==> src/rtl/bitty_fetch_sequencer_if.sv <==
// Bus between the fetch sequencer, the instruction memory, the bitty core and
// the branch logic. The sequencer is the master: it drives the fetch address,
// the latched instruction and the run pulse, and it receives read data, core
// completion and the branch-logic next PC.
interface bitty_fetch_sequencer_if #(
    parameter int ADDR_W  = 8,
    parameter int INSTR_W = 16
);
    logic [ADDR_W-1:0]  mem_addr;
    logic [INSTR_W-1:0] mem_rdata;
    logic [INSTR_W-1:0] instr;
    logic               core_run;
    logic               core_done;
    logic [ADDR_W-1:0]  next_pc;

    modport master (
        output mem_addr,
        output instr,
        output core_run,
        input  mem_rdata,
        input  core_done,
        input  next_pc
    );

    modport slave (
        input  mem_addr,
        input  instr,
        input  core_run,
        output mem_rdata,
        output core_done,
        output next_pc
    );
endinterface

==> src/rtl/bitty_fetch_sequencer.sv <==
// Fetch/issue/commit sequencer for the bitty core. Each instruction is read
// from memory at pc, handed to the core with a one-cycle run pulse, and
// retired once the core reports done, at which point the branch-logic next PC
// becomes the new pc. Start/stop, single-step, an execute watchdog and a
// saturating retired-instruction count are provided.
//
// Memory timing: pc is held stable for the whole FETCH phase, and mem_rdata is
// captured on the MEM_LAT-th rising edge after the address is first presented.
module bitty_fetch_sequencer #(
    parameter int ADDR_W  = 8,
    parameter int INSTR_W = 16,
    parameter int MEM_LAT = 1,
    parameter int TIMEOUT = 64,
    parameter int CNT_W   = 16
) (
    input  logic                  clk,
    input  logic                  reset,
    input  logic                  start,
    input  logic                  stop,
    input  logic                  step_mode,
    input  logic                  clear_err,
    bitty_fetch_sequencer_if.master bus,
    output logic [ADDR_W-1:0]     pc,
    output logic                  busy,
    output logic                  err_timeout,
    output logic [CNT_W-1:0]      retired
);

    localparam int FCNT_W = (MEM_LAT > 1) ? $clog2(MEM_LAT) : 1;
    localparam int WCNT_W = $clog2(TIMEOUT);

    localparam logic [FCNT_W-1:0] FETCH_LAST = FCNT_W'(MEM_LAT - 1);
    localparam logic [WCNT_W-1:0] WAIT_LAST  = WCNT_W'(TIMEOUT - 1);

    typedef enum logic [2:0] {
        S_IDLE,
        S_FETCH,
        S_ISSUE,
        S_EXEC,
        S_COMMIT,
        S_FAULT
    } state_t;

    state_t             state;
    state_t             state_next;
    logic [FCNT_W-1:0]  fetch_cnt;
    logic [WCNT_W-1:0]  wait_cnt;
    logic               stop_latch;
    logic [INSTR_W-1:0] instr_q;
    logic               core_run;

    assign bus.mem_addr = pc;
    assign bus.instr    = instr_q;
    assign bus.core_run = core_run;

    // State register; a synchronous reset aborts any instruction in flight.
    // NOTE: sequential state uses non-blocking assignments so every register
    // samples the values from before the edge, independent of block order.
    always_ff @(posedge clk) begin
        if (reset) begin
            state <= S_IDLE;
        end else begin
            state <= state_next;
        end
    end

    // Next-state decode plus the per-state status outputs.
    // NOTE: every output of this block gets a default first so no path can
    // leave a signal unassigned and infer a latch.
    always_comb begin
        state_next  = state;
        core_run    = 1'b0;
        busy        = 1'b0;
        err_timeout = 1'b0;
        unique case (state)
            S_IDLE: begin
                if (start) begin
                    state_next = S_FETCH;
                end
            end
            S_FETCH: begin
                busy = 1'b1;
                if (fetch_cnt == FETCH_LAST) begin
                    state_next = S_ISSUE;
                end
            end
            S_ISSUE: begin
                busy       = 1'b1;
                core_run   = 1'b1;
                state_next = S_EXEC;
            end
            S_EXEC: begin
                busy = 1'b1;
                // done is checked first so it wins over a same-cycle timeout
                if (bus.core_done) begin
                    state_next = S_COMMIT;
                end else if (wait_cnt == WAIT_LAST) begin
                    state_next = S_FAULT;
                end
            end
            S_COMMIT: begin
                busy = 1'b1;
                if (stop_latch || stop || step_mode) begin
                    state_next = S_IDLE;
                end else begin
                    state_next = S_FETCH;
                end
            end
            S_FAULT: begin
                err_timeout = 1'b1;
                if (clear_err) begin
                    state_next = S_IDLE;
                end
            end
            default: begin
                state_next = S_IDLE;
            end
        endcase
    end

    // Datapath: fetch/exec counters, instruction latch, pc, retired count and
    // the stop request that is only honoured at commit.
    always_ff @(posedge clk) begin
        if (reset) begin
            pc         <= '0;
            instr_q    <= '0;
            retired    <= '0;
            fetch_cnt  <= '0;
            wait_cnt   <= '0;
            stop_latch <= 1'b0;
        end else begin
            if (state == S_FETCH) begin
                if (fetch_cnt == FETCH_LAST) begin
                    fetch_cnt <= '0;
                    instr_q   <= bus.mem_rdata;
                end else begin
                    fetch_cnt <= fetch_cnt + FCNT_W'(1);
                end
            end else begin
                fetch_cnt <= '0;
            end

            if (state == S_ISSUE) begin
                wait_cnt <= '0;
            end else if (state == S_EXEC && !bus.core_done) begin
                wait_cnt <= wait_cnt + WCNT_W'(1);
            end

            if (state == S_COMMIT) begin
                // pc wraps only through next_pc; there is no internal increment
                pc <= bus.next_pc;
                if (!(&retired)) begin
                    retired <= retired + CNT_W'(1);
                end
            end

            if (state_next == S_IDLE) begin
                stop_latch <= 1'b0;
            end else if (busy && stop) begin
                stop_latch <= 1'b1;
            end
        end
    end

endmodule
==> src/flat_wrapper.sv <==
// flat-port wrapper written by rule: the top's interface ports become plain ports
module bitty_fetch_sequencer_flat 
#(
    parameter int ADDR_W  = 8,
    parameter int INSTR_W = 16,
    parameter int MEM_LAT = 1,
    parameter int TIMEOUT = 64,
    parameter int CNT_W   = 16
)
  (clk, reset, start, stop, step_mode, clear_err, pc, busy, err_timeout, retired, bus_mem_addr, bus_instr, bus_core_run, bus_mem_rdata, bus_core_done, bus_next_pc);
  bitty_fetch_sequencer_if #(.ADDR_W(ADDR_W), .INSTR_W(INSTR_W)) bus_i ();
  input  logic clk;
  input  logic reset;
  input  logic start;
  input  logic stop;
  input  logic step_mode;
  input  logic clear_err;
  output logic [ADDR_W-1:0] pc;
  output logic busy;
  output logic err_timeout;
  output logic [CNT_W-1:0] retired;
  output wire logic [$bits(bus_i.mem_addr)-1:0] bus_mem_addr;
  output wire logic [$bits(bus_i.instr)-1:0] bus_instr;
  output wire logic [$bits(bus_i.core_run)-1:0] bus_core_run;
  input wire logic [$bits(bus_i.mem_rdata)-1:0] bus_mem_rdata;
  input wire logic [$bits(bus_i.core_done)-1:0] bus_core_done;
  input wire logic [$bits(bus_i.next_pc)-1:0] bus_next_pc;
  assign bus_mem_addr = bus_i.mem_addr;
  assign bus_instr = bus_i.instr;
  assign bus_core_run = bus_i.core_run;
  assign bus_i.mem_rdata = bus_mem_rdata;
  assign bus_i.core_done = bus_core_done;
  assign bus_i.next_pc = bus_next_pc;
  bitty_fetch_sequencer #(.ADDR_W(ADDR_W), .INSTR_W(INSTR_W), .MEM_LAT(MEM_LAT), .TIMEOUT(TIMEOUT), .CNT_W(CNT_W)) u_core (.clk(clk), .reset(reset), .start(start), .stop(stop), .step_mode(step_mode), .clear_err(clear_err), .bus(bus_i), .pc(pc), .busy(busy), .err_timeout(err_timeout), .retired(retired));
endmodule
==> config.mk <==
export PLATFORM = sky130hd
export DESIGN_NAME = bitty_fetch_sequencer_flat
export DESIGN_NICKNAME = d
export VERILOG_FILES = /design/src/rtl/bitty_fetch_sequencer_if.sv /design/src/rtl/bitty_fetch_sequencer.sv /design/src/flat_wrapper.sv
export SDC_FILE = /design/constraint.sdc
export NUM_CORES = 1
export LEC_CHECK = 0
export CORE_ASPECT_RATIO = 1.2
export CORE_UTILIZATION = 40
export CTS_BUF_LIST = sky130_fd_sc_hd__clkbuf_16
export CTS_CLUSTER_SIZE = 40
export DETAILED_ROUTE_END_ITERATION = 12
export GPL_ROUTABILITY_DRIVEN = 0
export MAX_ROUTING_LAYER = met4
export PLACE_DENSITY = 0.79
export SETUP_SLACK_MARGIN = 0.4
export SYNTH_ARGS = -nofsm -noshare
export SYNTH_HDL_FRONTEND = slang
export SYNTH_SLANG_ARGS = --single-unit
==> constraint.sdc <==
create_clock -name clk -period 1.7 [get_ports clk]
set_input_delay 0.34 -clock clk [delete_from_list [all_inputs] [get_ports clk]]
set_output_delay 0.34 -clock clk [all_outputs]
set_load 0.005 [all_outputs]
==> metrics.txt, run 1 <==
Remaining Overflow, GRT=0; min-delay src=u_core.bus.mem_addr[2]; Post-route DRC=0; outcome=finished clean; initial antenna violation count=0; die area=5870 sq um; Syn Area/Cell=8.15 sq um; Yosys top cell area share=45.9%; Finished Layout Cells=460; Arrival @ worst endpoint=1.75 ns; Clock transition at path regs=0.06 ns; IO Port Bufs=81; vias in the first global route=2358; ANT cells=0; CTS root buffer=clkbuf_16; Combinational Power Share=13.6%; area delta synth->final=77.1%; Worst VDD drop=0.000674 V; fmax=630 MHz; top post-synthesis cells by count=55 x nand2_1, 51 x dfxtp_1, 34 x a21oi_1; Hold WC Path Type=flip-flop to flip-flop; Synth area leader=dfxtp_1; Primary FF master, synth=dfxtp_1; via-per-instance ratio=5.31; largest net degree at the start of global routing=33; Detail Route Antenna Nets=0; Initial Util=41.7%; layout cells sized above 1=43.7%; dpl cell area=3210 sq um; H-tree depth=2; final WL=7.44 mm; CP Class=flip-flop to flip-flop; Sw Share=22.3%; Placed Cells=418; dominant cell by count in the synthesized netlist=nand2_1; RSZ-0062 raised after global routing=true; crit path launch type=flip-flop; Yosys reg bits=51; CTS sink cnt=51; CTS hold repair buffers=0; part of the power in the clock network=40.6%; Initial DRC Count=76; Syn Nets=306; final hold violation count=0; Area contributors post-synth=dfxtp_1 46%, nand2_1 9.3%, a21oi_1 7.6%; switching pwr=0.000605 W; Final nets=431; die height=83.7 um; Seq/Total Area, Yosys=45.9%; design area=3940 sq um; Power Total=0.00271 W; Pleak=1.71 nW; most used routing layer in global routing=met2; Num CTS Buffers=5; post-DP HPWL=4.04 mm; All-Layer GR Usage=24.6%; Fin Setup TNS=0 ns; distinct cell type count after synthesis=38; Worst-Skew Late Latency=0.29 ns; GRT met3 Usage=4.47%; Synth Warn #=0; # IOs=82; met2 usage=41.3%; number of setup violations in the final report=0; fin crit share=93.4%; Int Pwr=0.00211 W; register share of total power=45.9%; Pre-antenna DRT Iters=4; element type at the critical path end=flip-flop; row count=29; Post-synth EDFFs=0; Core Area=5330 sq um; critical path required time=1.86 ns; Syn Inst Count=273; Worst setup startpoint=u_core.state[1]; global-route wire length before repair=11.2 mm; Max Transition Viols Final=0; Max-cap violations=0; Worst Skew=0.00207 ns; CTS tree=done; Routed wire per std cell=16.2 um; Synth Cell Area=2220 sq um; worst r2r src=u_core.state[1]; GR met1 Demand/Resource=28.4%; die width=70.1 um; CTS max path bufs=2; asr flop ratio synth=0%; worst-path fanout max=7; Tmin final=1.59 ns; pwr dens=689 nW/um^2; Vias=2442
[state kept, by name, indices dropped and copies added (netlist names)]
register / cells
u_core.bus.instr: 16
u_core.bus.mem_addr: 8
u_core.fetch_cnt: 1
u_core.retired: 16
u_core.state: 3
u_core.stop_latch: 1
u_core.wait_cnt: 6
[worst max-delay path, stage by stage (launching register included)]
cell	delay (ns)
dfxtp_4	0.37
or3b_4	0.42
buf_6	0.14
nor3_4	0.13
nand3_2	0.11
mux2i_2	0.23
nor2_1	0.07
[per-layer routing]
metal	part of all wire [%]	wire (um)	vias up
met3	4.6	339	22
met5	0	0	-
met1	39	2890	1161
met4	3.3	248	0
li1	-	-	1168
met2	53	3960	91
[final cells by class]
| type | instances | area, sq um |
|---|---|---|
| Sequential cell | 51 | 1070 |
| Timing Repair Buffer | 140 | 1250 |
| Clock inverter | 2 | 33.8 |
| Fill cell | 376 | 1390 |
| Clock buffer | 5 | 125 |
| Tap cell | 62 | 77.6 |
| Inverter | 3 | 11.3 |
| Multi-Input combinational cell | 197 | 1370 |
[cell usage in the layout (no fill, tap or decap), types with 3 or more instances in the layout]
cell type	instances
nand2_2	17
clkbuf_2	9
nand3_2	3
or3_4	4
nor2_1	29
buf_4	44
nand2_1	38
xnor2_1	3
a21oi_2	5
dfxtp_2	26
dfxtp_4	5
a211oi_2	4
nor3_4	3
xnor2_2	4
clkdlybuf4s50_1	30
buf_6	16
a31oi_1	4
nand4_1	6
nor3_2	4
a21oi_1	28
xor2_1	8
nand3_1	4
dlygate4sd2_1	36
clkbuf_16	5
dfxtp_1	20
[worst paths after layout]
| kind | endpoint | slack, ns | cells after the start |
|---|---|---|---|
| hold reg to reg | u_core.bus.mem_addr[2] | 0.46 | 2 |
| hold / removal | u_core.bus.mem_addr[2] | 0.46 | 2 |
| setup / recovery | u_core.retired[8] | 0.11 | 6 |
| setup reg to reg | u_core.retired[8] | 0.11 | 6 |
[kinds of logic (layout without fill, tap and decap cells)]
logic type | Yosys count | in the layout | share of synthesized area, %
other | 1 | 1 | 0.169
xor gates and xnor gates | 15 | 15 | 5.91
AOI/OAI and AO/OA | 50 | 50 | 13.0
muxes | 3 | 3 | 1.35
DFF | 51 | 51 | 45.9
buffers and inverters | 26 | 150 | 6.19
adders and majority gates | 2 | 2 | 1.12
and+or+nand+nor | 125 | 126 | 26.3
[timing repair]
item / 4_1_cts / 5_1_grt
setup buffers: 25 / 8
resized for setup: 142 / 51
gates cloned: 2 / 0
pin swaps: 41 / 18
setup endpoints to repair: 92 / 59
[power by group through the flow]
stage | clock network [W] | logic (W) | registers, W
after floorplan | 0 | 0.000124 | 0.00127
after detailed placement | 0 | 0.000267 | 0.00127
after CTS | 0.00111 | 0.000338 | 0.00124
final | 0.00110 | 0.000368 | 0.00124
after global placement | 0 | 0.000265 | 0.00127
after global routing | 0.00118 | 0.000391 | 0.00125
[metrics by stage]
stage / setup WS, ns / hold WS (ns) / utilization [%]
after global routing: 0.0586 / 0.477 / 73.9
final: 0.113 / 0.455 / 73.9
after detailed placement: -0.111 / 0.448 / 60.1
after floorplan: 0.106 / 0.453 / -
after global placement: -0.0511 / 0.442 / 60.1
after CTS: 0.148 / 0.454 / 71.4
Note: power is estimated with default switching activity, not from simulation.
==> run 2, diff against run 1 <==
Settings changed: CORE_MARGIN from default to 4.
==> metrics.txt, run 2 (synthesized netlist as in run 1, its figures left out) <==
outcome=finished with violations; violated checks=negative setup slack; Detail Route Antenna Nets=0; most used routing layer in global routing=met2; final hold violation count=0; fmax=579 MHz; Core Util, Final=74.0%; Tmin final=1.73 ns; CTS hold repair buffers=0; Hold WC Path Type=flip-flop to flip-flop; Filler cells=380; global-route wire length before repair=11.1 mm; pre-CTS WS=-0.0672 ns; Final nets=436; setup ws final=-0.0285 ns; initial antenna violation count=0; Pre-antenna DRT Iters=4; final WL=7.76 mm; Core Area=5330 sq um; crit path launch type=flip-flop; Initial DRC Count=134; element type at the critical path end=flip-flop; die height=89.7 um; via-per-instance ratio=5.36; Worst-Skew Late Latency=0.29 ns; layout cells sized above 1=40.6%; Routed wire per std cell=16.7 um; Max-cap violations=0; part of the power in the clock network=41.6%; Sw Share=22.9%; All-Layer GR Usage=20.2%; fin crit share=102%; r2r worst-path depth=6; pwr dens=692 nW/um^2; worst-path fanout max=5; met2 usage=37.5%; Placed Cells=423; Int Pwr=0.00211 W; H-tree depth=2; vias in the first global route=2404; post-DP HPWL=4.37 mm; Num CTS Buffers=5; Post-route DRC=0; CTS tree=done; largest net degree at the start of global routing=26; highest-count cells in the layout ignoring fill and taps=51 x nand2_1, 43 x buf_4, 37 x dlygate4sd2_1; Pleak=1.69 nW; Worst VDD drop=0.000689 V; GRT met3 Usage=3.59%; Max Transition Viols Final=0; register share of total power=45.4%; Arrival @ worst endpoint=1.89 ns; Finished Layout Cells=466; Remaining Overflow, GRT=0; GR met1 Demand/Resource=21.9%; Combinational Power Share=12.9%; worst hold path depth=2; critical path required time=1.86 ns; IO Port Bufs=81; row count=29; ANT cells=0; die area=6820 sq um; Initial Util=41.7%; die width=76.1 um; RSZ-0062 raised after global routing=true; Worst Skew=0.00564 ns; CP Class=flip-flop to flip-flop; Vias=2496; CTS sink cnt=51; area delta synth->final=77.4%; Clock transition at path regs=0.07 ns; CTS root buffer=clkbuf_16; Power Total=0.00273 W; number of setup violations in the final report=1; # IOs=82; switching pwr=0.000625 W; commonest non-fill, non-tap cell in the layout=nand2_1; CTS max path bufs=2
-- run 2: power by group through the flow --
stage	Sequential [W]	Clock [W]	Combinational, W
after global placement	0.00127	0	0.000268
after global routing	0.00124	0.00120	0.000380
after detailed placement	0.00127	0	0.000273
after floorplan	0.00127	0	0.000124
final	0.00124	0.00114	0.000353
after CTS	0.00124	0.00115	0.000305
-- run 2: final cells by class --
cell class,count,area (sq um),share of cell area (%)
timing repair buffer,145,1290,32.6
sequential,51,1070,27.1
multi-input combinational,197,1330,33.7
tap,62,77.6,1.97
clock inverter,3,43.8,1.11
clock buffer,5,125,3.17
inverter,3,11.3,0.285
-- run 2: worst max-delay path, stage by stage, from the launching register on --
cell,delay (ns)
dfxtp_4,0.36
or3b_4,0.45
buf_6,0.14
nor3_4,0.23
nand3_2,0.11
mux2i_1,0.23
nor2_1,0.07
-- run 2: path summary, 6_finish.rpt --
| check | slack (ns) | to | start |
|---|---|---|---|
| worst min register to register | 0.45 | u_core.bus.instr[7] | u_core.bus.instr[7] |
| worst max-delay path | -0.03 | u_core.retired[8] | u_core.state[0] |
| worst max register to register | -0.03 | u_core.retired[8] | u_core.state[0] |
| worst min-delay path | 0.45 | u_core.bus.instr[7] | u_core.bus.instr[7] |
-- run 2: through the flow --
| stage | hold slack, ns | setup TNS [ns] | cell area [sq um] |
|---|---|---|---|
| 3_3_place_gp | 0.442 | -0.0285 | 3250 |
| 2_1_floorplan | 0.453 | 0 | 2290 |
| 5_1_grt | 0.470 | -0.192 | 3950 |
| 3_5_place_dp | 0.446 | -0.0768 | 3250 |
| 6_report | 0.450 | -0.0285 | 3950 |
| 4_1_cts | 0.453 | 0 | 3730 |
-- run 2: what timing repair did --
item | 4_1_cts | 5_1_grt
setup endpoints to repair | 100 | 64
cloned | 0 | 2
gates resized for setup | 132 | 60
pin swaps | 22 | 14
buffers inserted | 23 | 10
-- run 2: layer usage --
layer | wire length (um) | vias up
met2 | 4170 | 115
li1 | - | 1175
met5 | 0 | -
met3 | 509 | 20
met1 | 2870 | 1186
met4 | 205 | 0
